`src/rtl/vmx_array_ctrl.sv`:
```
// Job sequencer for a linear vmx PE chain: streams weights with countdown load
// tokens, then input vectors, then waits for the tail sums to drain out.
module vmx_array_ctrl #(
  parameter int NUM_PE         = 8,
  parameter int VECTOR_BITLEN  = 16,
  parameter int PRODUCT_BITLEN = 32
) (
  input  logic                      clk,
  input  logic                      rst,
  input  logic                      start,
  input  logic                      cfg_simd_mode,
  input  logic [15:0]               cfg_num_vec,
  output logic                      busy,
  output logic                      done,
  input  logic [VECTOR_BITLEN-1:0]  w_data,
  input  logic                      w_valid,
  output logic                      w_ready,
  input  logic [VECTOR_BITLEN-1:0]  x_data,
  input  logic                      x_valid,
  output logic                      x_ready,
  output logic                      arr_simd_mode,
  output logic [7:0]                arr_load_ctrl,
  output logic [VECTOR_BITLEN-1:0]  arr_data,
  output logic [PRODUCT_BITLEN-1:0] arr_sum_in,
  input  logic [PRODUCT_BITLEN-1:0] arr_sum_out,
  output logic [PRODUCT_BITLEN-1:0] res_data,
  output logic                      res_valid
);
  localparam int             WCW      = (NUM_PE > 1) ? $clog2(NUM_PE) : 1;
  localparam logic [7:0]     TOK_IDLE = 8'h7F;
  localparam logic [7:0]     TOK_TOP  = 8'(128 + NUM_PE - 1);
  localparam logic [WCW-1:0] W_LAST   = WCW'(NUM_PE - 1);

  typedef enum logic [1:0] {S_IDLE, S_LOAD, S_COMPUTE, S_DRAIN} state_t;

  state_t                    r_state;
  logic [WCW-1:0]            r_wcnt;
  logic [15:0]               r_vcnt;
  logic [NUM_PE:0]           r_vld_pipe;
  logic                      r_busy, r_done, r_w_ready, r_x_ready, r_simd, r_res_valid;
  logic [7:0]                r_lc;
  logic [VECTOR_BITLEN-1:0]  r_data;
  logic [PRODUCT_BITLEN-1:0] r_res_data;
  logic                      w_w_hs, w_x_hs;

  assign w_w_hs = w_valid && r_w_ready;
  assign w_x_hs = x_valid && r_x_ready;

  always_ff @(posedge clk or posedge rst) begin
    if (rst) begin
      r_state     <= S_IDLE;
      r_wcnt      <= '0;
      r_vcnt      <= '0;
      r_vld_pipe  <= '0;
      r_busy      <= 1'b0;
      r_done      <= 1'b0;
      r_w_ready   <= 1'b0;
      r_x_ready   <= 1'b0;
      r_simd      <= 1'b0;
      r_lc        <= TOK_IDLE;
      r_data      <= '0;
      r_res_data  <= '0;
      r_res_valid <= 1'b0;
    end else begin
      // Array sees the idle token and zero data unless a handshake fires.
      r_done      <= 1'b0;
      r_lc        <= TOK_IDLE;
      r_data      <= '0;
      r_vld_pipe  <= {r_vld_pipe[NUM_PE-1:0], w_x_hs};
      r_res_valid <= r_vld_pipe[NUM_PE];
      if (r_vld_pipe[NUM_PE]) r_res_data <= arr_sum_out;
      case (r_state)
        S_IDLE: if (start) begin
          r_state   <= S_LOAD;
          r_busy    <= 1'b1;
          r_w_ready <= 1'b1;
          r_simd    <= cfg_simd_mode;
          r_vcnt    <= cfg_num_vec;
          r_wcnt    <= '0;
        end
        S_LOAD: if (w_w_hs) begin
          // First weight gets the largest countdown so it travels to the last PE.
          r_data <= w_data;
          r_lc   <= TOK_TOP - 8'(r_wcnt);
          r_wcnt <= r_wcnt + WCW'(1);
          if (r_wcnt == W_LAST) begin
            r_w_ready <= 1'b0;
            r_wcnt    <= '0;
            if (r_vcnt == '0) begin
              r_state <= S_DRAIN;
            end else begin
              r_state   <= S_COMPUTE;
              r_x_ready <= 1'b1;
            end
          end
        end
        S_COMPUTE: if (w_x_hs) begin
          r_data <= x_data;
          r_vcnt <= r_vcnt - 16'd1;
          if (r_vcnt == 16'd1) begin
            r_x_ready <= 1'b0;
            r_state   <= S_DRAIN;
          end
        end
        S_DRAIN: if (r_vld_pipe == '0) begin
          r_done  <= 1'b1;
          r_busy  <= 1'b0;
          r_state <= S_IDLE;
        end
        default: r_state <= S_IDLE;
      endcase
    end
  end

  assign busy          = r_busy;
  assign done          = r_done;
  assign w_ready       = r_w_ready;
  assign x_ready       = r_x_ready;
  assign arr_simd_mode = r_simd;
  assign arr_load_ctrl = r_lc;
  assign arr_data      = r_data;
  assign arr_sum_in    = '0;
  assign res_data      = r_res_data;
  assign res_valid     = r_res_valid;
endmodule

```
`config.mk`:
```
export PLATFORM = sky130hd
export DESIGN_NAME = vmx_array_ctrl
export DESIGN_NICKNAME = d
export VERILOG_FILES = /design/src/rtl/vmx_array_ctrl.sv
export SDC_FILE = /design/constraint.sdc
export NUM_CORES = 1
export LEC_CHECK = 0
export ABC_AREA = 0
export CORE_AREA = 2 2 107 109
export DETAILED_ROUTE_END_ITERATION = 10
export DIE_AREA = 0 0 109 111
export GPL_TIMING_DRIVEN = 0
export PLACE_DENSITY = 0.74
export SYNTH_ARGS = -nofsm -noshare
export SYNTH_HDL_FRONTEND = slang
export SYNTH_SLANG_ARGS = --single-unit
```
`constraint.sdc`:
```
create_clock -name clk -period 2.9 [get_ports clk]
set_clock_uncertainty 0.05 [all_clocks]
set_input_delay 0.58 -clock clk [delete_from_list [all_inputs] [get_ports clk]]
set_output_delay 0.58 -clock clk [all_outputs]
set_load 0.1 [all_outputs]
```
== Yosys cells after proc, flatten, opt, wreduce, memory -nomap -nowiden ==
Index checks and enable logic that the tools add are counted.

* Flip-flop bits (word level): 92
* Input bits: 86
* Logic and storage cells: 78

* $add $sub $neg: 3
* Equality and inequality tests: 12
* Multiplexer cells: 34
* Reduce and logical (&&, ||, !) cells: 16

{| class="wikitable"
|+ Operator list
! kind !! number
|-
| 2-to-1 mux 16 bit || 4
|-
| one-hot mux 16 bit (2 select lines) || 2
|-
| equality test 16 x 1 -> 1 bit, second input constant || 1
|-
| logical NOT 16 bit || 1
|-
| 2-to-1 mux 8 bit || 2
|-
| subtractor 16 x 1 -> 16 bit, second input constant || 1
|-
| != test 2 bit, second input constant || 7
|-
| 2-to-1 mux 1 bit || 12
|-
| 2-to-1 mux 2 bit || 6
|-
| AND reduction 6 bit || 2
|-
| logical NOT 9 bit || 1
|-
| 2-to-1 mux 3 bit || 3
|-
| AND reduction 3 bit || 3
|-
| one-hot mux 2 bit (4 select lines) || 1
|-
| nonzero test 2 bit || 4
|-
| subtractor 8 x 3 -> 8 bit, first input constant || 1
|-
| one-hot mux 1 bit (2 select lines) || 3
|-
| one-hot mux 3 bit (2 select lines) || 1
|-
| equality test 2 bit, second input constant || 2
|-
| AND reduction 4 bit || 1
|-
| adder 3 x 1 -> 3 bit, second input constant || 1
|-
| equality test 3 bit, second input constant || 1
|-
| equality test 2 x 1 -> 1 bit, second input constant || 1
|-
| logical AND 1 bit || 2
|-
| 2 further kinds || 2
|}

== Logic depth before layout (Yosys ltp) ==
Gate-level depths: netlist of run 1.

* Depth after elaboration: 5
* Mapped depth: 10

== Worst setup path before layout of run 1 ==
OpenSTA, ideal clock, no wires.

* Kind: register to register
* Start: register r_x_ready, in the netlist x_ready
* End: register r_vcnt[11]
* Data arrival time: 2.107 ns
* Path slack: 0.606 ns
* Cell stages (with the launch flop): 6
* Cells stage by stage: dfrtp_1 -> and3_1 -> clkbuf_1 -> o21a_1 -> clkbuf_1 -> a21oi_1

* Longest elaborated chain between the ends: 3

{| class="wikitable"
|+ Ends and longest elaborated chain
! item !! RTL line !! source
|-
| start: declaration || 40 || <nowiki>logic r_busy, r_done, r_w_ready, r_x_ready, r_simd, r_res_valid;</nowiki>
|-
| start signal: assignment || 58 || <nowiki>r_x_ready <= 1'b0;</nowiki>
|-
| start signal: assignment || 93 || <nowiki>r_x_ready <= 1'b1;</nowiki>
|-
| start signal: assignment || 101 || <nowiki>r_x_ready <= 1'b0;</nowiki>
|-
| logical AND 1 bit || 47 || <nowiki>assign w_x_hs = x_valid && r_x_ready;</nowiki>
|-
| != test 2 bit (no source line) || n/a ||
|-
| AND reduction 3 bit (no source line) || n/a ||
|-
| end signal: assignment || 78 || <nowiki>r_vcnt <= cfg_num_vec;</nowiki>
|-
| end signal: assignment || 99 || <nowiki>r_vcnt <= r_vcnt - 16'd1;</nowiki>
|-
| end: declaration || 38 || <nowiki>logic [15:0] r_vcnt;</nowiki>
|}

Every way passes these cells.
A chain may end at the register's enable or synchronous reset.

== Final worst setup path of run 1 ==
* Start: register r_lc[6], in the netlist arr_load_ctrl[6]
* End: output arr_load_ctrl[6]

{| class="wikitable"
|+ RTL lines
! item !! RTL line !! source
|-
| start: declaration || 41 || <nowiki>logic [7:0] r_lc;</nowiki>
|-
| start signal: assignment || 84 || <nowiki>r_lc <= TOK_TOP - 8'(r_wcnt);</nowiki>
|-
| end: declaration || 22 || <nowiki>output logic [7:0] arr_load_ctrl,</nowiki>
|}

No word-level cell between the ends.

==> summary.txt, run 1 <==
Run status
  – Outcome: complete, no violations

Setup path
  – Type of origin of the critical path: flip-flop
  – Sequence of cells on the critical path: buf_4, clkdlybuf4s50_1
  – Worst Path Required: 2.27 ns
  – Delay-heaviest family, CP: buffers and inverters
  – CP max FO: 4
  – Max incr delay on CP: 1.12 ns
  – CP arrival: around 2.1 ns
  – Worst Path Class, Setup: flip-flop to output pin
  – Setup crit end kind: output pin
  – Buf+Inv Stages, Crit Path: 2
  – Critical Path Slowest Stage Cell: clkdlybuf4s50_1

Placed design
  – DP HPWL: ~8000 µm
  – Placer congestion estimate: 0.8472
  – Placed cells: 707
  – Port-buffer cells: between 100 and 150
  – Dpl ws: 0.1370 ns

Detailed routing
  – Avg WL per Cell: 14.36 µm
  – First-pass DRT Iterations: 4
  – Total number of vias: 3537
  – Drt total wl: between 10000 and 15000 µm
  – DRC: 0
  – Via density: just under 5
  – DRT iter0 DRCs: between 200 and 250
  – Post-route ant nets: 0

Floorplanning
  – Die height: around 110 µm
  – Row count: 39
  – I/O pin cnt: 180
  – Core Area: about 0.011 mm²
  – Initial Utilization: 38.05%
  – Die area: ~0.012 mm²
  – DIE WIDTH: ~110 µm

Timing
  – Worst Tran Pin Value: about 1 ns
  – Tmin final: 2.736 ns
  – Fmax: 365.4 MHz
  – Max_slew headroom: 32.40%
  – RSZ-0062 raised after global routing: false
  – Setup tns final: 0 ns
  – Final Cycle Share: a little over nine tenths
  – Slew Limit Fails: 0
  – # setup viols final: 0
  – Final hold viol count: 0
  – Setup ws final: 0.1636 ns

Synth
  – Synth cell types: 47
  – Dominant synthesized flop cell: dfrtp_1
  – Post-synth ARST share: 100.0%
  – Synth Warn #: 0
  – Cells after synthesis: 385
  – Post-synth EDFFs: 0
  – Register area share after synthesis: between 50% and 60%
  – Syn avg cell area: 10.95 µm²
  – Mapped cell area: 0.004215 mm²
  – Synth Register Bits: 89

GRT
  – Tot GR Track Use: 17.28%
  – Gr ovfl total: 0
  – First-pass GRT wire length: 16470 µm
  – Largest net degree at the start of global routing: 39
  – Vias in the first global route: 3450
  – Initial antenna violation count: 0

Power and ir drop
  – Power share of the combinational group: a little over an eighth
  – Switching Fraction: 24.20%
  – Seq pwr share: 44.1%
  – Maximum VDD drop: approximately 220 µV
  – Total power draw: 2.817 mW
  – Cell Pwr Density: between 400 and 500 mW/mm²
  – Clock network power share: 42.7%
  – Sw Pwr: a little under 0.7 mW
  – P_leak: 2.868 nW
  – Int Pwr: 2.135 mW

Final layout
  – Layout cells sized above 1: between 10% and 20%
  – N_diodes: 0
  – Fillers: 939
  – Nets: 670
  – Layout area overhead: 50.07%
  – Cell Count, Final, Fillers Out: around 720

CTS
  – Sink Count: 89
  – Hold buffers post-CTS: 0
  – Clock transition at path regs: 0.06 ns
  – Post-CTS Setup Inserts: 0
  – Clock Path Buffers: 2
  – Root buf cell: clkbuf_16
  – Later-pin clock latency in the skew report: roughly 0.33 ns
  – CTS H-Tree Depth: 3
  – CTS tree: yes
  – Num CTS Buffers: 9

Run
  – Max Cap Viol: 0

Worst hold path
  – HP Class: flip-flop to flip-flop
power groups by stage:
stage,combinational (mW),sequential [mW],clock (mW)
global placement,0.363,1.26,0
finish,0.372,1.24,1.20
CTS,0.373,1.24,1.24
floorplan,0.240,1.26,0
global route,0.389,1.24,1.30
detailed placement,0.372,1.26,0
Yosys cell counts, drive strengths merged, types with 2 or more instances:
cell / n / area share [%]
nor3: 6 / 0.95
nand2b: 3 / 0.45
nand3b: 2 / 0.36
or3: 6 / 0.89
o22a: 2 / 0.45
buf: 35 / 6.2
nor4: 3 / 0.45
nand2: 24 / 2.1
o21ai: 15 / 1.8
a21oi: 26 / 3.1
a41oi: 3 / 0.62
mux2i: 4 / 0.95
or4: 3 / 0.62
mux2: 34 / 9.1
dfstp: 4 / 2.5
and2: 2 / 0.30
nand3: 6 / 0.71
dfrtp: 85 / 50
nand4: 4 / 0.59
ha: 9 / 2.7
nor2: 15 / 1.3
a22oi: 16 / 2.8
o22ai: 7 / 1.0
clkbuf: 19 / 1.7
inv: 11 / 0.98
nor2b: 21 / 3.1
and3: 3 / 0.47
a22o: 2 / 0.42
o31ai: 3 / 0.53
flip-flops by register name, indices dropped and copies added (netlist names):
signal	flops
r_state	2
x_ready	1
arr_data	16
arr_simd_mode	1
done	1
res_valid	1
r_wcnt	3
w_ready	1
res_data	32
r_vld_pipe	9
busy	1
r_vcnt	16
arr_load_ctrl	5
kinds of logic after synthesis:
group | count (synthesis) | share of synthesized area [%]
buf+inv | 65 | 8.905
compound gates | 82 | 12.41
mux | 38 | 10.03
other cells | 1 | 0.08896
fa+ha+maj | 9 | 2.671
simple gates | 101 | 12.94
flops | 89 | 52.95
layer usage:
metal	global-route usage (%)	vias to the layer above	share of wire (%)
met5	0	-	0
met4	6.410	0	1.6
met3	5.173	16	10
met2	29.36	171	48
met1	20.33	1671	40
li1	-	1679	-
metrics by stage:
step / instance area (µm²) / util, % / hold WS (ns)
detailed placement: 6016 / 54.31 / 0.3048
global placement: 5976 / 53.95 / 0.3023
floorplan: 4335 / - / 0.2956
CTS: 6321 / 57.07 / 0.3204
global route: 6326 / 57.11 / 0.3346
finish: 6326 / 57.11 / 0.3214
path summary, 6_finish.rpt:
| kind | from | endpoint | slack, ns | depth (start not counted) |
|---|---|---|---|---|
| min in group asynchronous | rst | res_data[0] | 0.59 | 2 |
| worst max register to register | r_state[0] | r_vcnt[13] | 0.33 | 9 |
| worst min register to register | r_vld_pipe[3] | r_vld_pipe[4] | 0.32 | 0 |
| max in group asynchronous | rst | r_vcnt[3] | 1.43 | 4 |
| worst max-delay path | arr_load_ctrl[6] | arr_load_ctrl[6] | 0.16 | 2 |
| worst min-delay path | r_vld_pipe[3] | r_vld_pipe[4] | 0.32 | 0 |
cell usage in the layout (no fill, tap or decap), types with 3 or more instances in the layout:
cell | synthesis | routed
clkdlybuf4s50_1 | 0 | 146
dfrtp_1 | 85 | 85
buf_4 | 35 | 35
mux2_2 | 33 | 33
conb_1 | 1 | 32
a21oi_1 | 26 | 26
nand2_1 | 24 | 24
clkbuf_1 | 19 | 22
nor2b_1 | 21 | 21
a22oi_1 | 16 | 16
nor2_1 | 15 | 15
o21ai_0 | 11 | 11
inv_1 | 11 | 10
ha_1 | 9 | 9
clkbuf_16 | 0 | 9
o22ai_1 | 7 | 7
nand3_1 | 6 | 6
or3_1 | 6 | 6
mux2i_1 | 4 | 4
nand4_1 | 4 | 4
nor3_1 | 4 | 4
dfstp_2 | 4 | 4
nand2b_1 | 3 | 3
o21ai_1 | 4 | 3
a41oi_1 | 3 | 3
nor4_1 | 3 | 3
o31ai_1 | 3 | 3
final cells by class:
class	count	area, µm²	area share [%]
inverters	11	45.04	0.7120
flip-flops and latches	89	2232	35.28
clock inverters	3	65.06	1.028
repair buffers	148	1501	23.73
well taps	143	178.9	2.828
plain buffers	54	335.3	5.301
clock buffers	13	240.2	3.797
multi-input cells	262	1728	27.31
repair_timing:
item	CTS	global route
endpoints found under the hold margin	0	0
resized for setup	0	3
endpoints found under the setup margin	0	2
No activity file was read; power rests on OpenSTA's default activity.
==> inputs of run 2 (changes only) <==
- CAP_MARGIN: unset -> 20
- GPL_TIMING_DRIVEN: 0 -> unset
==> run 2 against run 1 <==
  * Die area unchanged
  * Final cell count down 6.2%
  * Via count down 5.9%
  * Maximum frequency up 20%
  * First-iteration DRC count down 47%
  * Worst hold slack worse by 0.00075 ns
==> summary.txt, run 2 (same netlist as run 1, synthesis figures left out) <==
Placed design
  – Port-buffer cells: 147 (was 146)
  – DP HPWL: 7112 µm (was 7830 µm)
  – Placer congestion estimate: 0.7961 (was 0.8472)
  – Placed cells: 662 (was 707)
  – Dpl ws: 0.5253 ns (was 0.1370 ns)

Floorplanning
  – Initial Utilization: 38.05% (unchanged)
  – Row count: 39 (unchanged)
  – I/O pin cnt: 180 (unchanged)
  – DIE WIDTH: 109 µm (unchanged)
  – Die height: 111 µm (unchanged)
  – Die area: 0.01210 mm² (unchanged)
  – Core Area: 0.01108 mm² (unchanged)

Setup path
  – Critical Path Slowest Stage Cell: or4_4 (was clkdlybuf4s50_1)
  – Buf+Inv Stages, Crit Path: 0 (was 2)
  – Worst Path Class, Setup: flip-flop to flip-flop (was flip-flop to output pin)
  – Delay-heaviest family, CP: simple AND/OR/NAND/NOR gates (was buffers and inverters)
  – CP arrival: 2.44 ns (was 2.11 ns)
  – Max incr delay on CP: 0.57 ns (was 1.12 ns)
  – Sequence of cells on the critical path: or4_4, nor3_2, a41oi_1, nand3b_1, o41a_1 (was buf_4, clkdlybuf4s50_1)
  – Worst R2R Setup Slack: 0.62 ns (was 0.33 ns)
  – Type of origin of the critical path: flip-flop (unchanged)
  – Worst Path Required: 3.06 ns (was 2.27 ns)
  – Setup crit end kind: flip-flop (was output pin)
  – CP max FO: 8 (was 4)

CTS
  – Post-CTS Setup Inserts: 0 (unchanged)
  – CTS H-Tree Depth: 3 (unchanged)
  – Clock transition at path regs: 0.06 ns (about the same)
  – Num CTS Buffers: 9 (unchanged)
  – Later-pin clock latency in the skew report: 0.33 ns (about the same)
  – Clock Path Buffers: 2 (unchanged)
  – Post-CTS sizing: 0 (unchanged)
  – Sink Count: 89 (unchanged)
  – Hold buffers post-CTS: 0 (unchanged)
  – Root buf cell: clkbuf_16 (unchanged)
  – CTS tree: yes (unchanged)

Final layout
  – Layout cells sized above 1: 24.30% (was 16.21%)
  – Cell Count, Final, Fillers Out: 678 (was 723)
  – Area of the multi-input gates: 0.001724 mm² (was 0.001728 mm²)
  – Layout area overhead: 40.10% (was 50.07%)
  – Most frequent cells in the layout: dfrtp_1, clkdlybuf4s50_1, buf_4 (was clkdlybuf4s50_1, dfrtp_1, buf_4)
  – Fillers: 980 (was 939)
  – N_diodes: 0 (unchanged)
  – Max reg flops: 32 (unchanged)
  – Layout Utilization: 53.32% (was 57.11%)
  – Nets: 625 (was 670)
  – Register area: 0.002232 mm² (unchanged)

GRT
  – Gr ovfl total: 0 (unchanged)
  – Vias in the first global route: 3223 (was 3450)
  – Tot GR Track Use: 15.74% (was 17.28%)
  – First-pass GRT wire length: 15100 µm (was 16470 µm)
  – Initial antenna violation count: 0 (unchanged)
  – Largest net degree at the start of global routing: 90 (was 39)

Timing
  – RSZ-0062 raised after global routing: false (unchanged)
  – Final hold viol count: 0 (unchanged)
  – Setup tns final: 0 ns (unchanged)
  – Tmin final: 2.276 ns (was 2.736 ns)
  – # setup viols final: 0 (unchanged)
  – Final Cycle Share: 78.48% (was 94.36%)
  – Worst Tran Pin Value: 0.7371 ns (was 1.011 ns)
  – Fmax: 439.4 MHz (was 365.4 MHz)
  – Setup ws final: 0.6242 ns (was 0.1636 ns)
  – Slew Limit Fails: 0 (unchanged)
  – Max_slew headroom: 50.86% (was 32.40%)

Detailed routing
  – Via density: 4.910 (was 4.892)
  – Drt total wl: 9470 µm (was 10380 µm)
  – Post-route ant nets: 0 (unchanged)
  – DRT iter0 DRCs: 124 (was 233)
  – Total number of vias: 3329 (was 3537)
  – DRC: 0 (unchanged)
  – Avg WL per Cell: 13.97 µm (was 14.36 µm)
  – First-pass DRT Iterations: 5 (was 4)

Power and ir drop
  – P_leak: 2.816 nW (was 2.868 nW)
  – Maximum VDD drop: 227.1 µV (was 218.5 µV)
  – Cell Pwr Density: 475.6 mW/mm² (was 445.3 mW/mm²)

Run status
  – Outcome: complete, no violations (unchanged)

Run
  – Max Cap Viol: 0 (unchanged)

Worst hold path
  – HP Class: flip-flop to flip-flop (unchanged)
[run 2: cell type report]
type	count	share of cell area, %
well taps	143	3.030
clock inverters	5	1.335
repair buffers	157	23.77
flip-flops and latches	89	37.80
inverters	11	0.7627
multi-input cells	262	29.19
clock buffers	11	4.110
[run 2: metrics by stage]
| step | area [µm²] | total power [mW] | hold WS [ns] |
|---|---|---|---|
| after floorplan | 4335 | 1.505 | 0.2956 |
| after global placement | 5584 | 1.599 | 0.3041 |
| after detailed placement | 5584 | 1.600 | 0.3056 |
| after CTS | 5906 | 2.854 | 0.3242 |
| after global routing | 5906 | 2.927 | 0.3294 |
| final | 5906 | 2.809 | 0.3207 |
[run 2: worst paths after layout]
path	to	from	depth (start not counted)
worst max register to register	r_state[0]	r_vcnt[8]	5
worst min register to register	r_vld_pipe[6]	r_vld_pipe[5]	0
min in group asynchronous	arr_data[4]	rst	3
worst min-delay path	r_vld_pipe[6]	r_vld_pipe[5]	0
max in group asynchronous	arr_load_ctrl[0]	rst	3
worst max-delay path	r_state[0]	r_vcnt[8]	5
[run 2: per-layer routing]
layer	up-vias	GRT usage, %	wire [µm]
li1	1585	-	-
met1	1595	18.93	3891
met2	142	26.92	4614
met3	7	5.350	886
met4	0	3.590	78
met5	-	0	0
[run 2: report_power, final]
group          total [mW]  internal, mW  leakage [nW]  switching, mW
registers            1.24          1.24          1.20              0
logic               0.334         0.108          1.45          0.226
clock network        1.23         0.777         0.159          0.456
total                2.81          2.13          2.82          0.683
==> inputs of run 3 (changes only) <==
- clock period: 2.9 -> 2.05 ns (I/O delays scaled with it)
==> run 3 against run 2 <==
  * Combinational power increased by 43%
  * Critical path type unchanged
  * Sequential power increased by 42%
  * Setup slack got worse by 0.61 ns
  * Largest power group unchanged
  * Clock-buffer cell count increased by 1
  * First-iteration DRC count increased by 9.7%
  * Sequential cell count unchanged
  * Worst hold slack improved by 0.0016 ns
  * Critical endpoint is now x_ready
  * Die area unchanged
  * Non-clock buffer count increased by 21
==> summary.txt, run 3 (same netlist as run 1, synthesis figures left out) <==
GRT
  – Vias in the first global route: 3372 (was 3223)
  – Initial antenna violation count: 0 (unchanged)
  – Largest net degree at the start of global routing: 56 (was 90)
  – Tot GR Track Use: 16.49% (was 15.74%)
  – Gr ovfl total: 0 (unchanged)
  – First-pass GRT wire length: 15610 µm (was 15100 µm)

Detailed routing
  – First-pass DRT Iterations: 4 (was 5)
  – DRT iter0 DRCs: 136 (was 124)
  – Total number of vias: 3385 (was 3329)
  – DRC: 0 (unchanged)
  – Avg WL per Cell: 14.09 µm (was 13.97 µm)
  – Via density: 4.843 (was 4.910)
  – Post-route ant nets: 0 (unchanged)
  – Drt total wl: 9852 µm (was 9470 µm)

Setup path
  – Reg2Reg Depth: 5 (unchanged)
  – Worst Path Class, Setup: flip-flop to flip-flop (unchanged)
  – Worst r2r dst: x_ready (was r_state[0])
  – Worst R2R Setup Slack: 0.01 ns (was 0.62 ns)
  – Setup crit end kind: flip-flop (unchanged)
  – CP max FO: 3 (was 8)
  – Worst Path Required: 2.22 ns (was 3.06 ns)
  – Worst r2r src: r_vcnt[6] (was r_vcnt[8])
  – CP arrival: 2.21 ns (was 2.44 ns)
  – Type of origin of the critical path: flip-flop (unchanged)

Power and ir drop
  – Maximum VDD drop: 395.4 µV (was 227.1 µV)
  – Seq pwr share: 45.2% (was 44.2%)
  – Int Pwr: 2.924 mW (was 2.126 mW)
  – Cell Pwr Density: 626.2 mW/mm² (was 475.6 mW/mm²)
  – Sw Pwr: 0.9667 mW (was 0.6826 mW)
  – Switching Fraction: 24.85% (was 24.30%)
  – Power share of the combinational group: 12.2% (was 11.9%)
  – P_leak: 2.962 nW (was 2.816 nW)
  – Clock network power share: 42.6% (was 43.9%)

CTS
  – Clock Path Buffers: 2 (unchanged)
  – Sink Count: 89 (unchanged)
  – Root buf cell: clkbuf_16 (unchanged)
  – Clock transition at path regs: 0.06 ns (about the same)
  – CTS tree: yes (unchanged)
  – Hold buffers post-CTS: 0 (unchanged)
  – CTS H-Tree Depth: 3 (unchanged)
  – Num CTS Buffers: 9 (unchanged)
  – Later-pin clock latency in the skew report: 0.33 ns (about the same)

Final layout
  – Most frequent cells in the layout: clkdlybuf4s50_1, dfrtp_1, buf_4 (was dfrtp_1, clkdlybuf4s50_1, buf_4)
  – Max reg flops: 32 (unchanged)
  – Layout cells sized above 1: 28.60% (was 24.30%)
  – Nets: 646 (was 625)
  – Design area: 0.006213 mm² (was 0.005906 mm²)
  – Most common cell after layout, fill and taps aside: clkdlybuf4s50_1
  – Layout area overhead: 47.40% (was 40.10%)
  – Fillers: 938 (was 980)
  – Layout Utilization: 56.09% (was 53.32%)
  – N_diodes: 0 (unchanged)

Timing
  – RSZ-0062 raised after global routing: true (was false)
  – Slew Limit Fails: 0 (unchanged)
  – Fmax: 490.8 MHz (was 439.4 MHz)
  – Min Hold Slack: 0.3223 ns (was 0.3207 ns)
  – # setup viols final: 0 (unchanged)
  – Final hold viol count: 0 (unchanged)
  – Tmin final: 2.038 ns (was 2.276 ns)
  – Final Cycle Share: 99.39% (was 78.48%)

Floorplanning
  – Row count: 39 (unchanged)
  – Initial Utilization: 38.05% (unchanged)
  – Die area: 0.01210 mm² (unchanged)
  – Die height: 111 µm (unchanged)
  – I/O pin cnt: 180 (unchanged)
  – DIE WIDTH: 109 µm (unchanged)
  – Core Area: 0.01108 mm² (unchanged)

Placed design
  – Placer congestion estimate: 0.8212 (was 0.7961)
  – Placed Area: 0.005879 mm² (was 0.005584 mm²)
  – DP HPWL: 7421 µm (was 7112 µm)
  – Port-buffer cells: 147 (unchanged)

Worst hold path
  – Hold path startpoint: r_vld_pipe[4] (was r_vld_pipe[5])
  – Hold depth: 0 (unchanged)
  – Hold endpoint: r_vld_pipe[5] (was r_vld_pipe[6])
  – HP Class: flip-flop to flip-flop (unchanged)

Run status
  – Outcome: complete, no violations (unchanged)

Run
  – Max Cap Viol: 0 (unchanged)
-- run 3: changes by cell type in the layout (fill, tap and decap cells not counted), moves of 2 or more --
cell     previous run  this run
buf_12              1        11
buf_4              71        81
dfrtp_1            85        83
dfrtp_2             0         2
-- run 3: worst max-delay path by stage --
| stage | slack (ns) | from | to | depth (start not counted) |
|---|---|---|---|---|
| after global placement | -0.05 | x_valid | x_ready | 6 |
| final | 0.01 | r_vcnt[6] | x_ready | 5 |
| after global routing | -0.03 | r_vcnt[6] | x_ready | 5 |
| after detailed placement | -0.08 | x_valid | r_state[0] | 6 |
| after floorplan | 0.003 | r_vcnt[10] | x_ready | 5 |
| after CTS | 0.01 | r_vcnt[5] | x_ready | 5 |
-- run 3: what timing repair did --
action / in CTS / in global routing
setup buffers: 1 / 0
gates resized for setup: 1 / 4
cloned: 0 / 0
pin swaps: 4 / 1
endpoints found under the setup margin: 2 / 3
-- run 3: power by group through the flow --
stage / clock network (mW) / registers (mW) / logic, mW
6_report: 1.66 / 1.76 / 0.476
5_1_grt: 1.78 / 1.76 / 0.498
4_1_cts: 1.71 / 1.76 / 0.480
3_5_place_dp: 0 / 1.79 / 0.479
3_3_place_gp: 0 / 1.79 / 0.476
2_1_floorplan: 0 / 1.79 / 0.339
-- run 3: cell type report --
class | count | area [µm²] | share of cell area [%]
Clock buffer | 12 | 256.5 | 4.128
Clock inverter | 4 | 51.30 | 0.8256
Inverter | 11 | 45.04 | 0.7249
Multi-Input combinational cell | 262 | 1757 | 28.27
Sequential cell | 89 | 2235 | 35.96
Tap cell | 143 | 178.9 | 2.880
Timing Repair Buffer | 178 | 1690 | 27.20
-- run 3: routing by layer --
layer | vias up | global-route usage, % | share of wire (%)
li1 | 1636 | - | -
met3 | 15 | 5.232 | 10
met4 | 0 | 6.325 | 2.1
met2 | 148 | 27.95 | 49
met5 | - | 0 | 0
met1 | 1586 | 19.18 | 39
-- run 3: through the flow --
step	cells	setup slack (ns)	TNS (ns)	power, mW
6_report	699	0.01241	0	3.891
5_1_grt	699	-0.02658	-0.04006	4.038
4_1_cts	699	0.01091	0	3.945
3_5_place_dp	682	-0.08410	-0.1781	2.267
3_3_place_gp	682	-0.04777	-0.06922	2.265
2_1_floorplan	416	0.002852	0	2.128
-- run 3: worst max-delay path: stages (launching register included) --
cell and delay (ns):
dfrtp_1 0.38, or4_4 0.55, nor3_4 0.21, a41oi_2 0.14, or3b_1 0.38, a22o_1 0.24
